[src/rtl/mem_writer_if.sv]
// Command, stream and memory-write signals of mem_writer, bundled as one interface.
// checksum_o is present only when MEMW_CHECKSUM_EN is defined.
interface mem_writer_if #(
  parameter int WIDTH      = 16,
  parameter int ADDR_WIDTH = 6
);
  logic                  start_i;
  logic                  mode_i;
  logic [ADDR_WIDTH-1:0] start_addr_i;
  logic [ADDR_WIDTH:0]   len_i;
  logic [WIDTH-1:0]      fill_i;
  logic                  abort_i;
  logic                  wvalid_i;
  logic [WIDTH-1:0]      wdata_i;
  logic                  wready_o;
  logic                  mem_we_o;
  logic [ADDR_WIDTH-1:0] mem_addr_o;
  logic [WIDTH-1:0]      mem_wdata_o;
  logic                  busy_o;
  logic                  done_o;
  logic [ADDR_WIDTH:0]   count_o;
`ifdef MEMW_CHECKSUM_EN
  logic [WIDTH-1:0]      checksum_o;
`endif

  modport master (
    output start_i, mode_i, start_addr_i, len_i, fill_i, abort_i, wvalid_i, wdata_i,
    input  wready_o, mem_we_o, mem_addr_o, mem_wdata_o, busy_o, done_o, count_o
`ifdef MEMW_CHECKSUM_EN
    , input checksum_o
`endif
  );

  modport slave (
    input  start_i, mode_i, start_addr_i, len_i, fill_i, abort_i, wvalid_i, wdata_i,
    output wready_o, mem_we_o, mem_addr_o, mem_wdata_o, busy_o, done_o, count_o
`ifdef MEMW_CHECKSUM_EN
    , output checksum_o
`endif
  );
endinterface

[src/rtl/mem_writer.sv]
// Write-side engine for a DEPTH x WIDTH single-port memory: stream load or constant fill.
// Define MEMW_CHECKSUM_EN to add checksum_o (sum mod 2^WIDTH of words written this operation).
module mem_writer #(
  parameter int SIZE       = 1024,
  parameter int WIDTH      = 16,
  parameter int DEPTH      = SIZE / WIDTH,
  parameter int ADDR_WIDTH = $clog2(DEPTH)
) (
  input logic         clk_i,
  input logic         rst_i,
  mem_writer_if.slave bus
);
  typedef enum logic [1:0] {IDLE, LOAD, FILL, DONE} state_t;

  localparam logic [ADDR_WIDTH:0]   DEPTH_CNT = (ADDR_WIDTH+1)'(DEPTH);
  localparam logic [ADDR_WIDTH-1:0] LAST_ADDR = ADDR_WIDTH'(DEPTH - 1);

  state_t                state, state_nxt;
  logic [ADDR_WIDTH-1:0] addr;
  logic [ADDR_WIDTH:0]   remaining;
  logic [ADDR_WIDTH:0]   count;
  logic [ADDR_WIDTH:0]   len_clamp;
  logic [WIDTH-1:0]      fill;
  logic [WIDTH-1:0]      wr_word;
  logic                  take_start;
  logic                  write_fire;
  logic                  last_word;
  logic                  mem_we;
  logic [ADDR_WIDTH-1:0] mem_addr;
  logic [WIDTH-1:0]      mem_wdata;
  logic                  wready;
  logic                  busy;
  logic                  done;

  assign len_clamp  = (bus.len_i > DEPTH_CNT) ? DEPTH_CNT : bus.len_i;
  assign take_start = (state == IDLE) && bus.start_i;
  assign last_word  = (remaining == (ADDR_WIDTH+1)'(1));
  // abort suppresses the write that would otherwise be registered on the same edge
  assign write_fire = !bus.abort_i && (((state == LOAD) && bus.wvalid_i) || (state == FILL));
  assign wr_word    = (state == FILL) ? fill : bus.wdata_i;

  always_ff @(posedge clk_i) begin
    if (rst_i) state <= IDLE;
    else       state <= state_nxt;
  end

  always_comb begin
    state_nxt = state;
    case (state)
      IDLE: if (bus.start_i) begin
              if (bus.len_i == '0) state_nxt = DONE;
              else                 state_nxt = bus.mode_i ? FILL : LOAD;
            end
      LOAD: if (bus.abort_i || (bus.wvalid_i && last_word)) state_nxt = DONE;
      FILL: if (bus.abort_i || last_word) state_nxt = DONE;
      DONE: state_nxt = IDLE;
      default: state_nxt = IDLE;
    endcase
  end

  always_comb begin
    wready = 1'b0;
    busy   = 1'b1;
    done   = 1'b0;
    case (state)
      IDLE:    busy   = 1'b0;
      LOAD:    wready = 1'b1;
      DONE:    done   = 1'b1;
      default: ;
    endcase
  end

  always_ff @(posedge clk_i) begin
    if (rst_i) begin
      addr      <= '0;
      remaining <= '0;
      count     <= '0;
      fill      <= '0;
      mem_we    <= 1'b0;
      mem_addr  <= '0;
      mem_wdata <= '0;
    end else begin
      mem_we <= write_fire;
      if (take_start) begin
        addr      <= bus.start_addr_i;
        remaining <= len_clamp;
        count     <= '0;
        fill      <= bus.fill_i;
      end else if (write_fire) begin
        mem_addr  <= addr;
        mem_wdata <= wr_word;
        addr      <= (addr == LAST_ADDR) ? '0 : addr + 1'b1;
        remaining <= remaining - 1'b1;
        count     <= count + 1'b1;
      end
    end
  end

`ifdef MEMW_CHECKSUM_EN
  logic [WIDTH-1:0] checksum;

  always_ff @(posedge clk_i) begin
    if (rst_i)           checksum <= '0;
    else if (take_start) checksum <= '0;
    else if (write_fire) checksum <= checksum + wr_word;
  end

  assign bus.checksum_o = checksum;
`endif

  assign bus.wready_o    = wready;
  assign bus.busy_o      = busy;
  assign bus.done_o      = done;
  assign bus.mem_we_o    = mem_we;
  assign bus.mem_addr_o  = mem_addr;
  assign bus.mem_wdata_o = mem_wdata;
  assign bus.count_o     = count;
endmodule

[src/flat_wrapper.sv]
// flat-port wrapper written by rule: the top's interface ports become plain ports
module mem_writer_flat 
#(
  parameter int SIZE       = 1024,
  parameter int WIDTH      = 16,
  parameter int DEPTH      = SIZE / WIDTH,
  parameter int ADDR_WIDTH = $clog2(DEPTH)
)
  (clk_i, rst_i, bus_start_i, bus_mode_i, bus_start_addr_i, bus_len_i, bus_fill_i, bus_abort_i, bus_wvalid_i, bus_wdata_i, bus_wready_o, bus_mem_we_o, bus_mem_addr_o, bus_mem_wdata_o, bus_busy_o, bus_done_o, bus_count_o);
  mem_writer_if #(.WIDTH(WIDTH), .ADDR_WIDTH(ADDR_WIDTH)) bus_i ();
  input logic clk_i;
  input logic rst_i;
  input wire logic [$bits(bus_i.start_i)-1:0] bus_start_i;
  input wire logic [$bits(bus_i.mode_i)-1:0] bus_mode_i;
  input wire logic [$bits(bus_i.start_addr_i)-1:0] bus_start_addr_i;
  input wire logic [$bits(bus_i.len_i)-1:0] bus_len_i;
  input wire logic [$bits(bus_i.fill_i)-1:0] bus_fill_i;
  input wire logic [$bits(bus_i.abort_i)-1:0] bus_abort_i;
  input wire logic [$bits(bus_i.wvalid_i)-1:0] bus_wvalid_i;
  input wire logic [$bits(bus_i.wdata_i)-1:0] bus_wdata_i;
  output wire logic [$bits(bus_i.wready_o)-1:0] bus_wready_o;
  output wire logic [$bits(bus_i.mem_we_o)-1:0] bus_mem_we_o;
  output wire logic [$bits(bus_i.mem_addr_o)-1:0] bus_mem_addr_o;
  output wire logic [$bits(bus_i.mem_wdata_o)-1:0] bus_mem_wdata_o;
  output wire logic [$bits(bus_i.busy_o)-1:0] bus_busy_o;
  output wire logic [$bits(bus_i.done_o)-1:0] bus_done_o;
  output wire logic [$bits(bus_i.count_o)-1:0] bus_count_o;
  assign bus_i.start_i = bus_start_i;
  assign bus_i.mode_i = bus_mode_i;
  assign bus_i.start_addr_i = bus_start_addr_i;
  assign bus_i.len_i = bus_len_i;
  assign bus_i.fill_i = bus_fill_i;
  assign bus_i.abort_i = bus_abort_i;
  assign bus_i.wvalid_i = bus_wvalid_i;
  assign bus_i.wdata_i = bus_wdata_i;
  assign bus_wready_o = bus_i.wready_o;
  assign bus_mem_we_o = bus_i.mem_we_o;
  assign bus_mem_addr_o = bus_i.mem_addr_o;
  assign bus_mem_wdata_o = bus_i.mem_wdata_o;
  assign bus_busy_o = bus_i.busy_o;
  assign bus_done_o = bus_i.done_o;
  assign bus_count_o = bus_i.count_o;
  mem_writer #(.SIZE(SIZE), .WIDTH(WIDTH), .DEPTH(DEPTH), .ADDR_WIDTH(ADDR_WIDTH)) u_core (.clk_i(clk_i), .rst_i(rst_i), .bus(bus_i));
endmodule
[config.mk]
export PLATFORM = sky130hd
export DESIGN_NAME = mem_writer_flat
export DESIGN_NICKNAME = d
export VERILOG_FILES = /design/src/rtl/mem_writer_if.sv /design/src/rtl/mem_writer.sv /design/src/flat_wrapper.sv
export SDC_FILE = /design/constraint.sdc
export NUM_CORES = 1
export LEC_CHECK = 0
export ABC_CLOCK_PERIOD_IN_PS = 2000
export BUFFER_PORTS_ARGS = -buffer_cell sky130_fd_sc_hd__buf_2
export CAP_MARGIN = 30
export CORE_ASPECT_RATIO = 0.75
export CORE_MARGIN = 3
export CORE_UTILIZATION = 39
export DETAILED_ROUTE_END_ITERATION = 8
export PLACE_DENSITY_LB_ADDON = 0.15
export SLEW_MARGIN = 5
export SYNTH_ARGS = -nofsm -noshare
export SYNTH_HDL_FRONTEND = slang
export SYNTH_SLANG_ARGS = --single-unit
[constraint.sdc]
create_clock -name clk_i -period 2 [get_ports clk_i]
set_input_delay 0.4 -clock clk_i [delete_from_list [all_inputs] [get_ports clk_i]]
set_output_delay 0.4 -clock clk_i [all_outputs]
set_load 0.01 [all_outputs]
==> Word level (Yosys, flattened, before mapping) <==
Index checks and enable logic that the tools add are counted.
{ "totals": {"input_bits": 51, "out_inout_bits": 33, "reg_bits": 61, "wordCells": 51} }
{ "op_classes": {"n_reduce_logical": 14, "addsub": 3, "order_cmp": 1, "n_eq_ne": 8, "n_mux": 16, "bitwise": 1} }
{ "op_table": {"columns": ["op", "n"], "rows": [
  ["$mux 7", 3],
  ["$mux 6", 3],
  ["$mux 16", 1],
  ["$mux 2", 5],
  ["$pmux 2 s4", 1],
  ["$add 7x1->7 const B", 1],
  ["$eq 7x1->1 const B", 1],
  ["$gt 7x7->1 const B", 1],
  ["$logic_not 7->1", 1],
  ["$sub 7x1->7 const B", 1],
  ["$add 6x1->6 const B", 1],
  ["$eq 6x6->1 const B", 1],
  ["$ne 2x2->1 const B", 3],
  ["$eq 2x2->1 const B", 2],
  ["$logic_and 1x1->1", 4],
  ["$logic_or 1x1->1", 3],
  ["$mux 1", 3],
  ["$reduce_and 3->1", 1],
  ["$eq 2x1->1 const B", 1],
  ["$logic_not 2->1", 1],
  ["$reduce_and 2->1", 1],
  ["$reduce_bool 2->1", 1],
  ["$reduce_or 2->1", 1],
  ["$logic_not 1->1", 1],
  ["$not 1->1", 1]
]} }

==> Longest topological paths before layout <==
Gate-level depths: netlist of the first run.
{ "logic_depth": {"ltp_word": 6, "ltp_mapped": 9, "ltp_nobuf": 6} }

==> Worst setup path after synthesis of the first run <==
No wires, ideal clock.
{ "synth_path": {"path_kind": "register -> register", "from": "register u_core.state[1]", "to": "register u_core.addr[5]", "t_required_ns": 1.909, "t_arrival_ns": 1.875, "n_path_buf": 1, "setup_slack_ns": 0.034, "period_less_slack_ns": 1.966, "stages_incl_launch_ff": 8, "path_cell_list": "dfxtp_1 > inv_1 > ha_1 > a21oi_4 > or2_1 > buf_2 > or4_1 > a311oi_1"} }
{ "synth_via": {"elab_chain_cells": 5} }
{ "synth_rtl": {"columns": ["element", "line_no", "rtl"], "rows": [
  ["from (decl)", "mem_writer.sv:18", "state_t state, state_nxt;"],
  ["from (signal assigned)", "mem_writer.sv:44", "else state <= state_nxt;"],
  ["$eq 2x1->1", "mem_writer.sv:39", "assign write_fire = !bus.abort_i && (((state == LOAD) && bus.wvalid_i) || (state == FILL));"],
  ["$logic_and 1x1->1", "mem_writer.sv:39", null],
  ["$logic_or 1x1->1", "mem_writer.sv:39", null],
  ["$logic_and 1x1->1", "mem_writer.sv:39", null],
  ["$reduce_bool 2->1 (no line)", null, null],
  ["to (signal assigned)", "mem_writer.sv:85", "addr <= bus.start_addr_i;"],
  ["to (signal assigned)", "mem_writer.sv:92", "addr <= (addr == LAST_ADDR) ? '0 : addr + 1'b1;"],
  ["to (decl)", "mem_writer.sv:19", "logic [ADDR_WIDTH-1:0] addr;"]
]} }
Parallel ways exist; a longest one is shown, timed or not.
A chain may end at the register's enable or synchronous reset.

==> Worst setup path after layout of the first run <==
{ "layout_path": {"from": "register u_core.remaining[2]", "to": "register u_core.state[1]"} }
{ "layout_via": {"elab_chain_cells": 5} }
{ "layout_rtl": {"columns": ["element", "line_no", "rtl"], "rows": [
  ["from (decl)", "mem_writer.sv:20", "logic [ADDR_WIDTH:0] remaining;"],
  ["from (signal assigned)", "mem_writer.sv:86", "remaining <= len_clamp;"],
  ["from (signal assigned)", "mem_writer.sv:93", "remaining <= remaining - 1'b1;"],
  ["$eq 7x1->1 *", "mem_writer.sv:37", "assign last_word = (remaining == (ADDR_WIDTH+1)'(1));"],
  ["$logic_and 1x1->1", "mem_writer.sv:54", "LOAD: if (bus.abort_i || (bus.wvalid_i && last_word)) state_nxt = DONE;"],
  ["$logic_or 1x1->1", "mem_writer.sv:54", null],
  ["$ne 2x2->1 (no line)", null, null],
  ["$reduce_and 3->1 (no line) *", null, null]
]} }
Every way passes the cells marked *; elsewhere a longest branch is shown, timed or not.

==> results of run 1 <==
-- sequential cells by signal, summed over array words and instances, names as in the netlist --
register	count
u_core.bus.count_o	7
u_core.addr	6
u_core.remaining	7
u_core.fill	16
u_core.bus.mem_we_o	1
u_core.bus.mem_wdata_o	16
u_core.state	2
u_core.bus.mem_addr_o	6
-- cell type report --
class | count | area (sq um)
repair buffers | 92 | 529
clock buffers | 12 | 155
inverters | 8 | 30.0
flip-flops and latches | 61 | 1220
well taps | 81 | 101
clock inverters | 4 | 22.5
fillers | 646 | 3080
multi-input cells | 226 | 1430
-- cells in the final DEF (no fill, tap or decap), types with 2 or more instances in the layout --
cell      synthesis  layout
nand3_1           7       7
mux2i_1          23      23
nor2_1           38      38
a211oi_1         27      27
inv_1             8       8
nand2b_1          4       4
buf_12            0       2
nor3b_1           3       3
buf_4             0       5
o21ai_0           4       4
dfxtp_1          61      61
nand2_1          40      40
nor3_1            5       4
clkinv_2          0       3
and3_1            2       2
buf_2             2      83
a21oi_1          27      27
a311oi_1          3       3
or4_1             4       4
clkbuf_8          0      11
nor4_1            5       5
xnor2_1          13      13
ha_1              9       8
-- path summary, 6_finish.rpt --
path                       startpoint         endpoint  slack (ns)  cells after the start
hold reg to reg       u_core.fill[14]  u_core.fill[14]        0.46                      2
setup reg to reg  u_core.remaining[2]  u_core.state[1]        0.05                      4
setup / recovery  u_core.remaining[2]  u_core.state[1]        0.05                      4
hold / removal         bus_fill_i[12]  u_core.fill[12]        0.30                      3
-- metrics by stage --
step	cell area [sq um]	util, %	total power, mW
after floorplan	2760	-	2.74
after global placement	3280	50.0	3.22
after detailed placement	3280	50.0	3.24
after CTS	3460	52.7	4.23
after global routing	3490	53.2	4.56
final	3490	53.2	4.24
-- worst reg2reg max path, delay by kind of cell, from the launching register on --
family / cells / cell delay (ns)
AOI/OAI and AO/OA: 3 / 0.94
and+or+nand+nor: 1 / 0.58
DFF: 1 / 0.34
-- logic make-up after synthesis --
logic type,share of synthesized area [%]
flip-flops,44.3
AO/OA/AOI/OAI,15.9
AND/OR/NAND/NOR,18.7
multiplexers,8.35
adder cells (fa/ha/maj),4.09
buffers and inverters,4.45
XOR/XNOR,4.13
-- routing by layer --
metal	share of wire, %	wire length, microns
met2	43	3040
met3	7.2	514
met1	50	3560
met4	0.39	28
met5	0	0
-- report_power, final --
group          switching (mW)  internal [mW]  total, mW
clock network           0.464          0.511      0.975
registers               0.193           1.46       1.65
logic                   0.910          0.702       1.61
total                    1.57           2.67       4.24
-- repair_timing --
action | CTS | global route
endpoints found under the setup margin | 0 | 2
gates resized for setup | 0 | 4
endpoints found under the hold margin | 0 | 0
==> flow_metrics.tcl, run 1 <==
set metrics [dict create \
    clock_path_buffers 2 \
    hold_viol 0 \
    syn_inst 317 \
    grt_busiest_layer "met1" \
    arrival_ns 2.18 \
    synth_edf_count 0 \
    finalSetupViolations 0 \
    fin_hold_ws_ns 0.305 \
    cts_max_level 3 \
    antenna_found_initial 0 \
    synth_top_area_share_pct 44.3 \
    max_slew.worst_pin.slew_ns 0.493 \
    required_ns 2.23 \
    vias 2459 \
    routedWlPerCell_microns 14.8 \
    synth.ff_latch_count 61 \
    synth_nets 377 \
    diodes 0 \
    place.gp.congestion 0.811 \
    yosysWarnings 0 \
    use_met2_pct 23.8 \
    dr.pass1.iters 4 \
    syn2layout_area_growth_pct 26.7 \
    worstSetupStartpointType "flop" \
    setup_ws_ns 0.0486 \
    cts_setup_buffers 0 \
    worstSetupPathType "flop to flop" \
    path_buf_inv 0 \
    io_buffers 83 \
    core_sq_um 6570 \
    initial_utilization_pct 42.0 \
    async_reset_ff_share_pct 0 \
    cts_buffers 9 \
    final_cells 484 \
    drc 0 \
    wl_microns 7150 \
    clock.fmax_mhz 512 \
    end_kind "flop" \
    grt_pass1_vias 2270 \
    vias_per_cell 5.08 \
    power_density_nw_per_um2 1210 \
    core.rowCount 25 \
    insertion_delay_ns 0.33 \
    hpwlAfterDp_microns 4790 \
    yosysSeqAreaShare_pct 44.3 \
    synth_area_leaders "dfxtp_1 44%, mux2i_1 8.4%, a211oi_1 7.4%, nand2_1 5.4%, nor2_1 5.2%" \
    max-vdd-ir-drop_v 0.000504 \
    yosysTopAreaCell "dfxtp_1" \
    synth_common_cells "61 x dfxtp_1, 40 x nand2_1, 38 x nor2_1" \
    syn_avg_cell_area_sq_um 8.70 \
    die_area_sq_um 8120 \
    clk_pin_slew_ns 0.07 \
    pre_cts_slack_ns 0.151 \
    cp_cell_sequence "or4_1 -> o41ai_1 -> a21oi_1 -> a211oi_1" \
    slew_violations 0 \
    use_met3_pct 6.67 \
    tns_ns 0 \
    slew_headroom_pct 66.7 \
    postCtsHoldBufs 0 \
    dp.cells 467 \
    grtUsageMet1_pct 25.9 \
    ys.flop_type "dfxtp_1" \
    status "completed" \
    power.leakage_nw 1.42 \
    fin_crit_ns 1.95 \
    synth_cell_type_count 34 \
    ant_nets 0 \
    grt_pass1_wl_microns 11100 \
    die_w_microns 103 \
    maxCapViolCount 0 \
    fin_skew_ns 0.00461 \
    finalCritPeriodShare_pct 97.6 \
    crit_family "compound AO/OA/AOI/OAI gates" \
    holdCritPathClass "input pin to flop" \
    grt_overflow 0 \
    root_buffer "clkbuf_8" \
    die_h_microns 78.8 \
    clock-sinks 61 \
    io_pins 84 \
    crit_slowest_cell "or4_1" \
    path_max_fanout 4 \
    grt_max_degree 43 \
    yosysMostFrequentCell "dfxtp_1" \
    syn_area_sq_um 2760 \
    drt_iter0_markers 90 \
    cp_slowest_stage_delay_ns 0.58 \
    cts_tree "yes" \
    final_layout_size_suffix_gt1_share_pct 27.8 \
    grt_usage_pct 17.7 \
    nNetsFinal 458 \
]
No activity file was read; power rests on OpenSTA's default activity.
==> inputs of run 2 (changes only) <==
--- a/config.mk
+++ b/config.mk
@@ -5,12 +5,13 @@
 export SDC_FILE = /design/constraint.sdc
 export NUM_CORES = 1
 export LEC_CHECK = 0
+export ABC_AREA = 1
 export ABC_CLOCK_PERIOD_IN_PS = 2000
-export BUFFER_PORTS_ARGS = -buffer_cell sky130_fd_sc_hd__buf_2
+export BUFFER_PORTS_ARGS = -buffer_cell sky130_fd_sc_hd__clkbuf_2
 export CAP_MARGIN = 30
 export CORE_ASPECT_RATIO = 0.75
 export CORE_MARGIN = 3
-export CORE_UTILIZATION = 39
+export CORE_UTILIZATION = 30
 export DETAILED_ROUTE_END_ITERATION = 8
 export PLACE_DENSITY_LB_ADDON = 0.15
 export SLEW_MARGIN = 5
==> flow_metrics.tcl, run 2 <==
set metrics [dict create \
    status "completed" \
    drt_iter0_markers 119 \
    final_cells 640 \
    fin_util_pct 40.9 \
    synth_common_cells "92 x nand2_1, 86 x nor2_1, 61 x dfxtp_1" \
    path_max_fanout 15 \
    fillCellCount 1027 \
    yosysTopAreaCell "dfxtp_1" \
    holdCritPathClass "input pin to flop" \
    hold_viol 0 \
    rsz0062_at_grt "false" \
    power_mw 5.04 \
    max_slew.worst_pin.slew_ns 0.387 \
    core.rowCount 30 \
    tns_ns 0 \
    synth.ff_latch_count 61 \
    routedWlPerCell_microns 12.9 \
    worstSetupPathType "flop to flop" \
    die_area_sq_um 11100 \
    final_common_cell "nand2_1" \
    fin_crit_ns 1.78 \
    io_buffers 83 \
    synth_nets 485 \
    root_buffer "clkbuf_16" \
    clock-sinks 61 \
    die_w_microns 120 \
    clk_pin_slew_ns 0.05 \
    synth_area_leaders "dfxtp_1 41%, nand2_1 12%, nor2_1 11%, a21oi_1 8.5%, o21ai_0 4.9%" \
    place.gp.congestion 0.883 \
    cts_resized 0 \
    cts_buffers 9 \
    pre_cts_slack_ns 0.227 \
    async_reset_ff_share_pct 0 \
    synth_edf_count 0 \
    grt_pass1_wl_microns 13600 \
    max-vdd-ir-drop_v 0.000425 \
    dp.cells 625 \
    layout_common_cells "92 x nand2_1, 86 x nor2_1, 83 x clkbuf_2, 61 x dfxtp_1, 50 x a21oi_1" \
    required_ns 2.25 \
    core_sq_um 9310 \
    cts_setup_buffers 0 \
    finalCritPeriodShare_pct 88.8 \
    postCtsHoldBufs 0 \
    maxCapViolCount 0 \
    insertion_delay_ns 0.33 \
    wl_microns 8270 \
    ff2ff_setup_slack_ns 0.22 \
    final_cell_area_sq_um 3810 \
    syn_area_sq_um 2950 \
    power_density_nw_per_um2 1320 \
    slew_violations 0 \
    fin_skew_ns 0.00610 \
    syn2layout_area_growth_pct 29.1 \
    end_kind "flop" \
    ys.flop_type "dfxtp_1" \
    grt_max_degree 21 \
    finalSetupViolations 0 \
    io_pins 84 \
    grt_usage_pct 15.4 \
    diodes 0 \
    hpwlAfterDp_microns 6170 \
    placed_area_sq_um 3470 \
    grt_pass1_vias 2655 \
    worstSetupStartpointType "flop" \
    yosysMostFrequentCell "nand2_1" \
    grt_overflow 0 \
    synth_top_area_share_pct 41.4 \
    nNetsFinal 568 \
    cts_tree "yes" \
    initial_utilization_pct 31.7 \
    yosysSeqAreaShare_pct 41.4 \
    power.leakage_nw 1.78 \
    dr.pass1.iters 7 \
    antenna_found_initial 0 \
    syn_avg_cell_area_sq_um 6.94 \
    syn_inst 425 \
    final_layout_size_suffix_gt1_share_pct 23.0 \
    regArea_sq_um 1220 \
    slew_headroom_pct 74.1 \
    vias 2915 \
    yosysWarnings 0 \
    fin_hold_ws_ns 0.326 \
    drc 0 \
    synth_cell_type_count 26 \
    die_h_microns 91.9 \
    ant_nets 0 \
    setup_ws_ns 0.225 \
    vias_per_cell 4.55 \
    cts_max_level 3 \
    clock.fmax_mhz 563 \
    arrival_ns 2.03 \
    clock_path_buffers 2 \
    multi_input_area_sq_um 1470 \
]
## run 2: layer usage
| metal | wire length (microns) | track usage [%] | vias to the layer above | share of wire (%) |
|---|---|---|---|---|
| met5 | 0 | 0 | - | 0 |
| met4 | 61 | 2.83 | 0 | 0.74 |
| met3 | 500 | 5.73 | 5 | 6.0 |
| met2 | 3450 | 22.3 | 73 | 42 |
| met1 | 4260 | 21.9 | 1322 | 51 |
| li1 | - | - | 1515 | - |
## run 2: power breakdown
| part | switching (mW) | leakage (nW) | internal (mW) |
|---|---|---|---|
| Combinational | 1.08 | 1.12 | 0.601 |
| Sequential | 0.164 | 0.499 | 1.46 |
| Clock | 0.543 | 0.161 | 1.18 |
| Total | 1.79 | 1.78 | 3.25 |
## run 2: cell type report
cell class | instances | share of cell area [%]
Sequential cell | 61 | 32.1
Clock inverter | 3 | 1.77
Clock buffer | 12 | 7.00
Inverter | 35 | 3.58
Timing Repair Buffer | 91 | 12.8
Multi-Input combinational cell | 310 | 38.6
Tap cell | 128 | 4.21
## run 2: cells by family (layout without fill, tap and decap cells)
| kind of cell | Yosys count | after routing | synth area share (%) |
|---|---|---|---|
| AND/OR/NAND/NOR | 209 | 209 | 29.3 |
| AO/OA/AOI/OAI | 86 | 86 | 14.9 |
| flip-flops | 61 | 61 | 41.4 |
| buffers and inverters | 54 | 141 | 8.78 |
| adder cells (fa/ha/maj) | 9 | 9 | 3.82 |
| XOR/XNOR | 6 | 6 | 1.78 |
## run 2: worst max-delay path: stages, from the launching register on
cell	delay, ns
dfxtp_1	0.35
inv_1	0.09
ha_1	0.22
nand2_2	0.25
buf_4	0.26
nand2_4	0.13
o21ai_0	0.21
inv_1	0.06
a21oi_1	0.13
## run 2: worst paths after layout
path,from,to,cells past startpoint
worst min register to register,u_core.bus.mem_addr_o[5],u_core.bus.mem_addr_o[5],2
worst max-delay path,u_core.state[0],u_core.addr[0],8
worst max register to register,u_core.state[0],u_core.addr[0],8
worst min-delay path,bus_fill_i[13],u_core.fill[13],3
==> inputs of run 3 (changes only) <==
--- a/config.mk
+++ b/config.mk
@@ -12,6 +12,7 @@
 export CORE_ASPECT_RATIO = 0.75
 export CORE_MARGIN = 3
 export CORE_UTILIZATION = 30
+export CTS_BUF_LIST = sky130_fd_sc_hd__clkbuf_16
 export DETAILED_ROUTE_END_ITERATION = 8
 export PLACE_DENSITY_LB_ADDON = 0.15
 export SLEW_MARGIN = 5
==> flow_metrics.tcl, run 3 (synthesized netlist as in run 2, its figures left out) <==
set metrics [dict create \
    status "completed" \
    setup_ws_ns 0.222 \
    swShare_pct 36.3 \
    tns_ns 0 \
    vias_per_cell 4.55 \
    rsz0062_at_grt "false" \
    fin_util_pct 40.6 \
    finalSetupViolations 0 \
    final_common_cell "nand2_1" \
    placed_area_sq_um 3470 \
    cp_slowest_stage_delay_ns 0.35 \
    power_density_nw_per_um2 1300 \
    layout_common_cells "92 x nand2_1, 86 x nor2_1, 83 x clkbuf_2, 61 x dfxtp_1, 50 x a21oi_1" \
    fin_crit_ns 1.78 \
    dr.pass1.iters 7 \
    io_pins 84 \
    grt_pass1_wl_microns 13500 \
    reg2reg_to "u_core.addr[0]" \
    postCtsHoldBufs 0 \
    core.rowCount 30 \
    slew_violations 0 \
    drc 0 \
    cts_max_level 3 \
    diodes 0 \
    max_slew.worst_pin.slew_ns 0.383 \
    path_max_fanout 15 \
    die_area_sq_um 11100 \
    final_layout_size_suffix_gt1_share_pct 22.5 \
    arrival_ns 2.03 \
    dp.cells 625 \
    reg2reg_depth 8 \
    intPower_mw 3.13 \
    wl_microns 8240 \
    place.gp.congestion 0.883 \
    grt_pass1_vias 2648 \
    finalCritPeriodShare_pct 88.9 \
    cts_setup_buffers 0 \
    min_from "bus_fill_i[13]" \
    power.leakage_nw 1.77 \
    routedWlPerCell_microns 12.9 \
    syn2layout_area_growth_pct 28.1 \
    hold_path_end "u_core.fill[13]" \
    die_w_microns 120 \
    crit_slowest_cell "dfxtp_1" \
    pre_cts_slack_ns 0.227 \
    grt_overflow 0 \
    whs_path_depth 3 \
    core_sq_um 9310 \
    clock.fmax_mhz 562 \
    clock-sinks 61 \
    hpwlAfterDp_microns 6170 \
    cp_cell_sequence "inv_1 -> ha_1 -> nand2_2 -> buf_4 -> nand2_4 -> o21ai_0 -> inv_1 -> a21oi_1" \
    drt_iter0_markers 84 \
    antenna_found_initial 0 \
    clk_pin_slew_ns 0.05 \
    max-vdd-ir-drop_v 0.000424 \
    switching_power_mw 1.78 \
    clock_path_buffers 2 \
    worstReg2RegStart "u_core.state[0]" \
    nNetsFinal 568 \
    fin_skew_ns 0.00566 \
    critical_path.most_common_cell "inv_1" \
    holdCritPathClass "input pin to flop" \
    initial_utilization_pct 31.7 \
    combPwrFrac_pct 34.2 \
    die_h_microns 91.9 \
    grt_usage_pct 15.3 \
    fin_hold_ws_ns 0.326 \
    seq_power_share_pct 33.1 \
    slew_headroom_pct 74.4 \
    root_buffer "clkbuf_16" \
    ant_nets 0 \
    clkPwrFrac_pct 32.7 \
    cts_buffers 9 \
    vias 2912 \
    worstSetupStartpointType "flop" \
    end_kind "flop" \
    cts_resized 0 \
    required_ns 2.25 \
    final_cell_area_sq_um 3780 \
    power_mw 4.91 \
    maxCapViolCount 0 \
    final_cells 640 \
    insertion_delay_ns 0.33 \
    cts_tree "yes" \
    io_buffers 83 \
    hold_viol 0 \
    grt_max_degree 21 \
    ff2ff_setup_slack_ns 0.22 \
    worstSetupPathType "flop to flop" \
]
run 3: area by class of cell:
cell class / count / area, sq um
inverter: 35 / 136
tap: 128 / 160
clock buffer: 9 / 225
fill: 1027 / 5530
clock inverter: 6 / 78.8
sequential: 61 / 1220
multi-input combinational: 310 / 1470
timing repair buffer: 91 / 488
run 3: power by group through the flow:
| stage | clock network (mW) | registers [mW] | logic [mW] |
|---|---|---|---|
| after global placement | 0 | 1.65 | 1.69 |
| after floorplan | 0 | 1.64 | 1.25 |
| after global routing | 1.69 | 1.66 | 1.94 |
| after detailed placement | 0 | 1.65 | 1.70 |
| final | 1.61 | 1.63 | 1.68 |
| after CTS | 1.64 | 1.62 | 1.70 |
run 3: layer usage:
metal  GRT usage, %  wire length (microns)  share of wire (%)
met5              0                      0                  0
met4           2.83                     61               0.74
met3           5.73                    483                5.9
met2           22.1                   3390                 41
met1           21.8                   4300                 52
run 3: worst max path at each step:
stage,from,end,slack (ns),cells after the start
finish,u_core.state[0],u_core.addr[0],0.22,8
global route,u_core.state[0],u_core.bus.count_o[0],0.05,7
CTS,u_core.state[0],u_core.addr[0],0.22,8
detailed placement,u_core.state[0],u_core.addr[0],0.23,8
global placement,u_core.state[0],u_core.addr[0],0.27,8
floorplan,u_core.state[0],u_core.remaining[4],0.49,12
run 3: critical path: cells and delay by family (launching register included):
kind                     cells  cell delay [ns]
buffers and inverters        3             0.41
AND/OR/NAND/NOR              2             0.37
flip-flops                   1             0.35
AO/OA/AOI/OAI                2             0.34
adder cells (fa/ha/maj)      1             0.22
